==> config.mk <==
export PLATFORM = sky130hd
export DESIGN_NAME = instr_fetch
export DESIGN_NICKNAME = d
export VERILOG_FILES = /design/src/rtl/instr_fetch.sv
export SDC_FILE = /design/constraint.sdc
export NUM_CORES = 1
export LEC_CHECK = 0
export BUFFER_PORTS_ARGS = -buffer_cell sky130_fd_sc_hd__buf_2
export CORE_MARGIN = 2
export CORE_UTILIZATION = 55
export DETAILED_ROUTE_END_ITERATION = 6
export HOLD_SLACK_MARGIN = 0.06
export PLACE_DENSITY = 0.94
export REMOVE_ABC_BUFFERS = 1
export SYNTH_ARGS = -nofsm -noshare
export SYNTH_HDL_FRONTEND = slang
export SYNTH_SLANG_ARGS = --single-unit
==> constraint.sdc <==
create_clock -name clk -period 4.92 [get_ports clk]
set_clock_uncertainty 0.2 [all_clocks]
set_input_delay 0.246 -clock clk [delete_from_list [all_inputs] [get_ports clk]]
set_output_delay 0.246 -clock clk [all_outputs]
set_load 0.005 [all_outputs]
==> src/rtl/instr_fetch.sv <==
// instr_fetch: owns the PC, drives the sync instruction ROM, realigns its output.
// Optional macro FETCH_PERF_CNT_EN adds fetch_cnt / bubble_cnt outputs.
module instr_fetch #(
    parameter logic [31:0] RESET_PC = 32'h0000_0000,
    parameter int          ADDR_W   = 10
) (
    input  logic              clk,
    input  logic              rst,
    output logic [ADDR_W-1:0] rom_addr,
    input  logic [31:0]       rom_dout,
    input  logic              stall,
    input  logic              redirect,
    input  logic [31:0]       target,
    output logic [31:0]       instr,
    output logic [31:0]       pc,
    output logic [31:0]       pc_plus4,
    output logic              valid
`ifdef FETCH_PERF_CNT_EN
    ,
    output logic [31:0]       fetch_cnt,
    output logic [31:0]       bubble_cnt
`endif
);

    localparam logic [31:0] WORD_MASK  = 32'hFFFF_FFFC;
    localparam logic [31:0] RESET_PC_W = RESET_PC & WORD_MASK;

    logic [31:0] pc_q;
    logic [31:0] f_pc;
    logic        f_valid;
    logic [31:0] hold_instr;
    logic        hold_valid;

    assign rom_addr = pc_q[ADDR_W+1:2];
    assign instr    = hold_valid ? hold_instr : rom_dout;
    assign pc       = f_pc;
    assign pc_plus4 = f_pc + 32'd4;
    assign valid    = f_valid;

    // PC / realignment state: redirect beats stall, stall beats advance.
    // While stalled the ROM re-reads pc_q, so the word on display is
    // captured into the hold buffer on the first stalled edge.
    always_ff @(posedge clk or posedge rst) begin
        if (rst) begin
            pc_q       <= RESET_PC_W;
            f_pc       <= 32'd0;
            f_valid    <= 1'b0;
            hold_instr <= 32'd0;
            hold_valid <= 1'b0;
        end else if (redirect) begin
            pc_q       <= target & WORD_MASK;
            f_valid    <= 1'b0;
            hold_valid <= 1'b0;
        end else if (stall) begin
            if (f_valid && !hold_valid) begin
                hold_instr <= rom_dout;
                hold_valid <= 1'b1;
            end
        end else begin
            pc_q       <= pc_q + 32'd4;
            f_pc       <= pc_q;
            f_valid    <= 1'b1;
            hold_valid <= 1'b0;
        end
    end

`ifdef FETCH_PERF_CNT_EN
    // Consumed-instruction and bubble counters, both free-wrapping.
    always_ff @(posedge clk or posedge rst) begin
        if (rst) begin
            fetch_cnt  <= 32'd0;
            bubble_cnt <= 32'd0;
        end else begin
            if (f_valid && !stall && !redirect)
                fetch_cnt <= fetch_cnt + 32'd1;
            if (!f_valid)
                bubble_cnt <= bubble_cnt + 32'd1;
        end
    end
`endif

endmodule

==> results.md <==
* Outcome: complete, no violations
* Drt drc at 0
* Fillers at 590
* Type of the tightest min-delay check: in2async
* GRT overflow at 0
* Switching power at 0.6511 mW
* Cell total after placement at 727
* Crit Path Max Fanout at 8
* Final nets at 761
* Die Width at 101.1 um
* Adder-cell area share of the yosys netlist at 0.4830%
* # clock sinks at 94
* Kind of critical path: reg2out
* WL/cell at 18.09 um
* Reg2Reg Depth at 5
* Period utilization at 61.24%
* Asr flop ratio synth at 100.0%
* DRT antenna net count at 0
* First-pass GRT wire length at 23.00 mm
* Post-CTS Resized at 0
* Core ar. at 9196 um^2
* CP max stage cell: nor4_2
* Buffers added on ports at 168
* CTS Buf Count at 9
* Static Leakage at 3.041 nW
* Library cells used by synthesis at 47
* Xor/xnor share of the synthesized area at 6.931%
* Critical path arrival at 2.57 ns
* Syn Inst Count at 481
* Clock share of power at 23.6%
* Minimum clock period at 3.013 ns
* Largest net degree at the start of global routing at 63
* Largest family of logic cells by synthesized area: multiplexers
* Max-slew violations at 0
* Via-per-instance ratio at 5.876
* Max_slew headroom at 42.16%
* Synth Area in Compound Gates at 6.110%
* Area growth, synth to finish at 31.80%
* Total GRT Usage at 28.73%
* Vias at 4742
* Largest cells by area after synthesis: dfrtp_1, mux2_2, xnor2_1
* H-tree Lvls at 3
* Footprint of the multi-input gates at 2600 um^2
* CTS tree: done
* Synth warn at 0
* Seq/Total Area, Yosys at 45.40%
* Number of synthesized flops with an enable pin at 0
* Setup ws final at 1.907 ns
* Register area at 2352 um^2
* Internal power at 1.404 mW
* Most frequent cell after synthesis: dfrtp_1
* Dpl hpwl at 9.335 mm
* Least-Margin Pin Slew at 0.8605 ns
* Worst EP required at 4.47 ns
* Yosys reg bits at 94
* Die footprint at 10210 um^2
* Initial Utilization at 56.34%
* Final wirelength at 14.60 mm
* Post-synth top cells: dfrtp_1, mux2_2, nand2_1
* Clock transition at path regs at 0.10 ns
* Share of cells above drive strength 1 at 39.80%
* Combinational fraction of design power at 25.1%
* Final instance count without filler cells at 807
* Switching part of the total at 31.68%
* Crit-path max cell delay at 0.72 ns
* DRT iter0 DRCs at 327
* Max Cap Viol at 0
* Latest clock arrival within the worst-skew pair at 0.36 ns
* Synth Area per Inst at 10.77 um^2
* Register share of total power at 51.3%
* Largest delay contributor family on the critical path: simple AND/OR/NAND/NOR gates
* Drt pass-1 iters at 4
* Clk buf depth at 2
* Antenna violations before repair at 0
* Cell mode on critical path: nand4_1
* Number of hold violations in the final report at 0
* Post-synthesis mux area share at 19.97%
* Die Y at 101.1 um
* RSZ-0062 raised after global routing: no
* Routability Congestion at 0.8312
* WP buf/inv at 1
* Startpoint types: flip-flop
* VDD IR-drop max at 0.0001996 V
* Ys flop type: dfrtp_1
* Simple-Gate Fraction of Synth Area at 16.23%
* Synth top area share at 45.40%
* Synth area leader: dfrtp_1
* Power per cell area at 301.0 nW/um^2
* FP Rows at 35
* CP endpoint kind: output pin
* N_diodes at 0
* CP cell instances: ha_1, nand4_1, nor4_2, nand4_1, xnor2_1, buf_2
* Synth Cell Area at 5181 um^2
* # IOs at 175
* Clk root buf: clkbuf_8
* Dpl ws at 2.325 ns
* Vias in the first global route at 4659
* Achievable frequency at 0.3319 GHz
* Pwr Total at 2.055 mW
* Finish-stage setup viols at 0
* Critical Path Stages at 6
[tightest hold or removal path: stages]
cell and delay [ns]:
dlygate4sd3_1 0.53, buf_2 0.13, inv_4 0.30
[cells by family after synthesis]
family          count (synthesis)
flops                          94
xor+xnor                       41
buf+inv                        50
compound gates                 48
mux                            92
fa+ha+maj                       2
other cells                     1
simple gates                  153
[layout make-up]
type	count	area share [%]
clock buffer	11	2.070
clock inverter	5	0.6046
inverter	9	0.5313
multi-input combinational	340	38.07
sequential	94	34.44
tap	111	2.034
timing repair buffer	237	22.24
[power by group through the flow]
stage	combinational (mW)	clock [mW]	sequential, mW
2_1_floorplan	0.255	0	1.03
3_3_place_gp	0.441	0	1.04
3_5_place_dp	0.465	0	1.06
4_1_cts	0.506	0.493	1.05
5_1_grt	0.564	0.520	1.07
6_report	0.515	0.485	1.05
[layer usage]
metal  wire, um  vias to the layer above  global-route usage, %
met1       5629                     2287                  35.66
met3       1018                       34                  5.270
li1           -                     2158                      -
met5          0                        -                      0
met4        356                        0                  10.91
met2       7597                      263                  49.82
[worst paths after layout]
check	start	to	slack, ns
hold reg to reg	hold_instr[23]	hold_instr[23]	0.30
setup reg to reg	pc_q[2]	pc_q[24]	2.43
max in group asynchronous	rst	pc[22]	3.16
setup / recovery	pc[2]	pc_plus4[22]	1.91
hold / removal	rst	hold_instr[29]	0.22
min in group clk	redirect	pc_q[3]	0.26
[repair_timing]
action,4_1_cts,5_1_grt
buffers inserted,0,0
hold buffers,64,0
endpoints found under the hold margin,96,0
[through the flow]
stage          instance area, um^2  setup TNS (ns)  util (%)  hold WS, ns
2_1_floorplan                 4977          -4.737         -       0.1091
3_3_place_gp                  6006               0     65.31      0.06433
6_report                      6829               0     74.26       0.2217
3_5_place_dp                  6006               0     65.31      0.07607
5_1_grt                       6829               0     74.26       0.2724
4_1_cts                       6829               0     74.26       0.2268
[sequential cells by signal, indices dropped and copies added (netlist names)]
signal and cells:
pc 30, hold_instr 32, pc_q 30, valid 1, hold_valid 1
[placed cells by master, fill, tap and decap left out, drive strengths merged, types with 3 or more instances in the layout]
| cell | netlist | routed |
|---|---|---|
| buf | 23 | 173 |
| dfrtp | 94 | 94 |
| mux2 | 91 | 91 |
| dlygate4sd3 | 0 | 64 |
| nand2 | 43 | 43 |
| nand3 | 23 | 23 |
| xnor2 | 22 | 22 |
| xor2 | 19 | 19 |
| o21ai | 19 | 19 |
| nand4 | 17 | 17 |
| nor2 | 17 | 17 |
| clkbuf | 18 | 11 |
| inv | 9 | 11 |
| or4 | 9 | 9 |
| a31oi | 9 | 9 |
| nor4 | 9 | 9 |
| nor3 | 8 | 8 |
| and4 | 7 | 7 |
| o31ai | 6 | 6 |
| and3 | 6 | 6 |
| conb | 1 | 4 |
| a211o | 3 | 3 |
| or4b | 3 | 3 |
(Power assumes the default switching activity.)
